$ cat config.mk
export PLATFORM = sky130hd
export DESIGN_NAME = mips_multicycle_control
export DESIGN_NICKNAME = d
export VERILOG_FILES = /design/src/rtl/mips_pkg.sv /design/src/rtl/mips_multicycle_control_alu_decoder.sv /design/src/rtl/mips_multicycle_control.sv
export SDC_FILE = /design/constraint.sdc
export NUM_CORES = 1
export LEC_CHECK = 0
export CAP_MARGIN = 30
export CORE_MARGIN = 8
export CORE_UTILIZATION = 39
export DETAILED_ROUTE_END_ITERATION = 7
export GPL_TIMING_DRIVEN = 0
export PLACE_DENSITY = 0.92
export SLEW_MARGIN = 20
export SYNTH_ARGS = -nofsm -noshare
export SYNTH_HDL_FRONTEND = slang
export SYNTH_SLANG_ARGS = --single-unit
$ cat constraint.sdc
create_clock -name clk -period 2.85 [get_ports clk]
set_clock_uncertainty 0.05 [all_clocks]
set_input_delay 0.285 -clock clk [delete_from_list [all_inputs] [get_ports clk]]
set_output_delay 0.285 -clock clk [all_outputs]
set_load 0.05 [all_outputs]
$ cat src/rtl/mips_pkg.sv
// mips_pkg: opcode, funct, ALU-code, alu_op and FSM state constants shared by the
// multicycle MIPS control unit and its ALU decoder.
package mips_pkg;

    localparam logic [5:0] OP_RTYPE = 6'b000000;
    localparam logic [5:0] OP_LW    = 6'b100011;
    localparam logic [5:0] OP_SW    = 6'b101011;
    localparam logic [5:0] OP_BEQ   = 6'b000100;
    localparam logic [5:0] OP_ADDI  = 6'b001000;
    localparam logic [5:0] OP_J     = 6'b000010;

    localparam logic [5:0] FN_ADD = 6'h20;
    localparam logic [5:0] FN_SUB = 6'h22;
    localparam logic [5:0] FN_AND = 6'h24;
    localparam logic [5:0] FN_OR  = 6'h25;
    localparam logic [5:0] FN_NOR = 6'h27;
    localparam logic [5:0] FN_SLT = 6'h2A;

    localparam logic [3:0] ALU_AND = 4'b0000;
    localparam logic [3:0] ALU_OR  = 4'b0001;
    localparam logic [3:0] ALU_ADD = 4'b0010;
    localparam logic [3:0] ALU_SUB = 4'b0110;
    localparam logic [3:0] ALU_SLT = 4'b0111;
    localparam logic [3:0] ALU_NOR = 4'b1100;

    typedef enum logic [1:0] {
        ALUOP_ADD   = 2'b00,
        ALUOP_SUB   = 2'b01,
        ALUOP_FUNCT = 2'b10
    } alu_op_t;

    localparam logic [3:0] S_FETCH   = 4'd0;
    localparam logic [3:0] S_DECODE  = 4'd1;
    localparam logic [3:0] S_MEMADR  = 4'd2;
    localparam logic [3:0] S_MEMRD   = 4'd3;
    localparam logic [3:0] S_MEMWB   = 4'd4;
    localparam logic [3:0] S_MEMWR   = 4'd5;
    localparam logic [3:0] S_EXECUTE = 4'd6;
    localparam logic [3:0] S_ALUWB   = 4'd7;
    localparam logic [3:0] S_BRANCH  = 4'd8;
    localparam logic [3:0] S_ADDIEX  = 4'd9;
    localparam logic [3:0] S_ADDIWB  = 4'd10;
    localparam logic [3:0] S_JUMP    = 4'd11;

endpackage

$ cat src/rtl/mips_multicycle_control_alu_decoder.sv
// alu_decoder: maps alu_op and the R-type funct field onto the 4-bit ALU control code,
// flagging funct values the datapath does not implement.
module alu_decoder
    import mips_pkg::*;
(
    input  alu_op_t    alu_op,
    input  logic [5:0] funct,
    output logic [3:0] alu_control,
    output logic       funct_valid
);

    logic [3:0] funct_code;

    always_comb begin
        funct_valid = 1'b1;
        funct_code  = ALU_ADD;
        case (funct)
            FN_ADD:  funct_code = ALU_ADD;
            FN_SUB:  funct_code = ALU_SUB;
            FN_AND:  funct_code = ALU_AND;
            FN_OR:   funct_code = ALU_OR;
            FN_NOR:  funct_code = ALU_NOR;
            FN_SLT:  funct_code = ALU_SLT;
            default: funct_valid = 1'b0;
        endcase
    end

    assign alu_control = (alu_op == ALUOP_SUB)   ? ALU_SUB :
                         (alu_op == ALUOP_FUNCT) ? funct_code : ALU_ADD;

endmodule

$ cat src/rtl/mips_multicycle_control.sv
// mips_multicycle_control: one-state-per-clock control FSM for the multicycle MIPS
// datapath; Moore outputs from the state register, alu_control and pc_en are Mealy.
module mips_multicycle_control
    import mips_pkg::*;
(
    input  logic       clk,
    input  logic       reset,
    input  logic [5:0] opcode,
    input  logic [5:0] funct,
    input  logic       zero,
    output logic [3:0] alu_control,
    output logic       alu_src_a,
    output logic [1:0] alu_src_b,
    output logic [1:0] pc_src,
    output logic       pc_en,
    output logic       i_or_d,
    output logic       ir_write,
    output logic       mem_write,
    output logic       reg_write,
    output logic       reg_dst,
    output logic       mem_to_reg,
    output logic       illegal_op,
    output logic [3:0] state_dbg
);

    logic [3:0] state_q, state_d;
    alu_op_t    alu_op;
    logic       funct_valid, op_legal;
    logic       pc_write, branch, ir_write_m, mem_write_m, reg_write_m;

    alu_decoder u_alu_decoder (
        .alu_op      (alu_op),
        .funct       (funct),
        .alu_control (alu_control),
        .funct_valid (funct_valid)
    );

    always_ff @(posedge clk) begin
        if (reset) state_q <= S_FETCH;
        else       state_q <= state_d;
    end

    assign op_legal = (opcode == OP_LW) || (opcode == OP_SW) || (opcode == OP_BEQ) ||
                      (opcode == OP_ADDI) || (opcode == OP_J) ||
                      ((opcode == OP_RTYPE) && funct_valid);

    always_comb begin
        state_d = S_FETCH;
        case (state_q)
            S_FETCH:   state_d = S_DECODE;
            S_DECODE: begin
                case (opcode)
                    OP_LW, OP_SW: state_d = S_MEMADR;
                    OP_RTYPE:     state_d = funct_valid ? S_EXECUTE : S_FETCH;
                    OP_BEQ:       state_d = S_BRANCH;
                    OP_ADDI:      state_d = S_ADDIEX;
                    OP_J:         state_d = S_JUMP;
                    default:      state_d = S_FETCH;
                endcase
            end
            S_MEMADR:  state_d = (opcode == OP_LW) ? S_MEMRD :
                                 (opcode == OP_SW) ? S_MEMWR : S_FETCH;
            S_MEMRD:   state_d = S_MEMWB;
            S_EXECUTE: state_d = S_ALUWB;
            S_ADDIEX:  state_d = S_ADDIWB;
            default:   state_d = S_FETCH;
        endcase
    end

    always_comb begin
        alu_op      = ALUOP_ADD;
        alu_src_a   = 1'b0;
        alu_src_b   = 2'b00;
        pc_src      = 2'b00;
        pc_write    = 1'b0;
        branch      = 1'b0;
        i_or_d      = 1'b0;
        ir_write_m  = 1'b0;
        mem_write_m = 1'b0;
        reg_write_m = 1'b0;
        reg_dst     = 1'b0;
        mem_to_reg  = 1'b0;
        case (state_q)
            S_FETCH: begin
                alu_src_b  = 2'b01;
                ir_write_m = 1'b1;
                pc_write   = 1'b1;
            end
            S_DECODE:  alu_src_b = 2'b11;
            S_MEMADR: begin
                alu_src_a = 1'b1;
                alu_src_b = 2'b10;
            end
            S_MEMRD:   i_or_d = 1'b1;
            S_MEMWB: begin
                mem_to_reg  = 1'b1;
                reg_write_m = 1'b1;
            end
            S_MEMWR: begin
                i_or_d      = 1'b1;
                mem_write_m = 1'b1;
            end
            S_EXECUTE: begin
                alu_src_a = 1'b1;
                alu_op    = ALUOP_FUNCT;
            end
            S_ALUWB: begin
                reg_dst     = 1'b1;
                reg_write_m = 1'b1;
            end
            S_BRANCH: begin
                alu_src_a = 1'b1;
                alu_op    = ALUOP_SUB;
                pc_src    = 2'b01;
                branch    = 1'b1;
            end
            S_ADDIEX: begin
                alu_src_a = 1'b1;
                alu_src_b = 2'b10;
            end
            S_ADDIWB:  reg_write_m = 1'b1;
            S_JUMP: begin
                pc_src   = 2'b10;
                pc_write = 1'b1;
            end
            default: ;
        endcase
    end

    // Reset gates the architectural write strobes immediately, even mid-instruction.
    assign pc_en      = ~reset & (pc_write | (branch & zero));
    assign ir_write   = ~reset & ir_write_m;
    assign mem_write  = ~reset & mem_write_m;
    assign reg_write  = ~reset & reg_write_m;
    assign illegal_op = (state_q == S_DECODE) && !op_legal;
    assign state_dbg  = state_q;

endmodule

==> flow_summary.json <==
{
  "status": "finished clean",
  "path_delay_family": "buffers and inverters",
  "fin_util_pct": 67.5,
  "rsz0062_at_grt": "false",
  "finalCriticalPeriod_ns": 2.72,
  "ys_warn_count": 0,
  "slew_headroom_pct": 64.9,
  "layout.nets": 141,
  "core-area_um2": 1450,
  "drt-wirelength-per-cell_um": 14.2,
  "min_path_type": "register to register",
  "setup.worst_path.start_class": "register",
  "fin_tns_setup_ns": 0,
  "setup_viol": 0,
  "final_max_slew_viol_count": 0,
  "grt_max_degree": 11,
  "io_pins": 36,
  "synth_edf_count": 0,
  "path_buf_inv": 2,
  "cp_cell_sequence": "clkbuf_1 -> nand2b_1 -> nor3_1 -> nand4b_1 -> clkdlybuf4s50_1",
  "drive_gt1_share_pct": 13.7,
  "grt_pass1_vias": 789,
  "fmax_mhz": 367,
  "vias": 779,
  "seq_area_frac_synth_pct": 13.9,
  "design_area_um2": 981,
  "cts-root-buf": "clkbuf_4",
  "cts_buffers": 3,
  "area_growth_pct": 69.7,
  "cp.required_ns": 2.52,
  "via_per_inst": 5.56,
  "die_w_um": 54.5,
  "drt-total-wl_um": 1980,
  "drv_cap": 0,
  "hpwl_um": 1590,
  "worstMarginPinSlew_ns": 0.525,
  "drc": 0,
  "finalHoldViolCount": 0,
  "final_cell_mix": "clkdlybuf4s50_1, nor2_1, nand2b_1",
  "dp_worst_setup_slack_ns": 0.0516,
  "grt_overflow": 0,
  "power_density_nw_per_um2": 237,
  "antenna_cells": 0,
  "cts_buffer_depth": 2,
  "die-area_um2": 2970,
  "drt_iter0_drc": 18,
  "cts_tree": "yes",
  "ctsHtreeMaxLevel": 1,
  "critical_path_class": "register to primary output",
  "antenna_left": 0,
  "portBuffers": 35,
  "end_kind": "primary output",
  "syn_nets": 101,
  "placed_cell_area_um2": 948,
  "ys.flop_type": "dfxtp_1",
  "critical_path.max_fanout": 9,
  "cts_num_sinks": 4,
  "postSynth.asyncResetShare_pct": 0,
  "ir_drop_mv": 0.198,
  "cp_data_arrival_time_ns": 2.39,
  "gp_congestion": 0.875,
  "insertion_delay_ns": 0.24,
  "synth_seq_cells": 4,
  "die_y_um": 54.5,
  "slowest_stage": "clkdlybuf4s50_1",
  "grt_pass1_wl_um": 3130,
  "rows": 14,
  "synthesis.area_um2": 578,
  "cpPeakStageDelay_ns": 0.74,
  "start_util_pct": 39.8,
  "fin_ws_ns": 0.128,
  "syn_inst": 86,
  "cellLeakagePower_nw": 0.408,
  "fin_crit_sh_pct": 95.5,
  "mostFrequentLayoutCell": "clkdlybuf4s50_1",
  "drt_pre_antenna_iters": 4,
  "antenna_found_initial": 0,
  "largest_reg_flops": 4,
  "synth_cell_types": 34,
  "syn_area_per_cell_um2": 6.72,
  "grt.total_usage_pct": 13.7,
  "path_clk_slew_ns": 0.04
}
[cells by family after synthesis]
| kind of cell | count (synthesis) | share of synthesized area, % |
|---|---|---|
| AO/OA/AOI/OAI | 20 | 23.4 |
| XOR/XNOR | 2 | 3.03 |
| buffers and inverters | 11 | 8.66 |
| flip-flops | 4 | 13.9 |
| multiplexers | 1 | 1.95 |
| AND/OR/NAND/NOR | 48 | 49.1 |
[power by group]
part / total (mW) / leakage (nW) / switching [mW] / internal (mW)
clock: 0.0724 / 0.0138 / 0.0252 / 0.0472
sequential: 0.0585 / 0.0326 / 0.000789 / 0.0578
combinational: 0.101 / 0.362 / 0.0570 / 0.0445
total: 0.232 / 0.408 / 0.0830 / 0.149
[worst reg2reg max path, delay by kind of cell, from the launching register on]
| family | cells | cell delay, ns |
|---|---|---|
| simple gates | 4 | 0.34 |
| buf+inv | 2 | 0.51 |
| flops | 1 | 0.30 |
| compound gates | 1 | 0.23 |
[Yosys cell counts (all sizes together) (2+ instances only)]
| cell | count | area (um2) |
|---|---|---|
| nor2 | 14 | 52.6 |
| nand2b | 7 | 51.3 |
| nor3 | 7 | 50.1 |
| inv | 5 | 18.8 |
| nor4 | 5 | 31.3 |
| a21oi | 4 | 20.0 |
| clkbuf | 4 | 15.0 |
| dfxtp | 4 | 80.1 |
| o21ai | 4 | 20.0 |
| nand2 | 3 | 11.3 |
| or3 | 3 | 26.3 |
| a31oi | 2 | 12.5 |
| and3 | 2 | 12.5 |
| buf | 2 | 16.3 |
| nor3b | 2 | 15.0 |
| o21a | 2 | 15.0 |
| or2 | 2 | 12.5 |
| xnor2 | 2 | 17.5 |
[per-layer routing]
layer	GRT usage [%]	up-vias	wire length (um)
li1	-	395	-
met1	15.0	357	811
met2	24.0	25	1060
met3	3.80	2	103
met4	6.15	0	10
met5	0	-	0
[area by class of cell]
cell class,instances,area [um2]
plain buffers,6,31.3
clock buffers,3,22.5
fillers,128,473
inverters,5,18.8
multi-input cells,71,448
flip-flops and latches,4,80.1
well taps,16,20.0
repair buffers,35,360
[per-stage QoR]
stage	instances	power [mW]	hold WS [ns]
4_1_cts	140	0.235	0.652
5_1_grt	140	0.246	0.681
6_report	140	0.232	0.644
3_3_place_gp	137	0.158	0.615
3_5_place_dp	137	0.161	0.647
2_1_floorplan	86	0.116	0.314
[worst paths after layout]
kind	start	endpoint	slack, ns	cells after the start
min reg2reg	state_dbg[1]	state_dbg[0]	0.64	3
min	state_dbg[1]	state_dbg[0]	0.64	3
max	state_dbg[2]	alu_control[1]	0.13	5
max reg2reg	state_dbg[0]	state_dbg[1]	1.29	7
[repair_timing]
item | CTS | global route
endpoints found under the setup margin | 0 | 4
buffers inserted | 0 | 0
resized for setup | 0 | 4
hold buffers | 0 | 0
No activity file was read; power rests on OpenSTA's default activity.
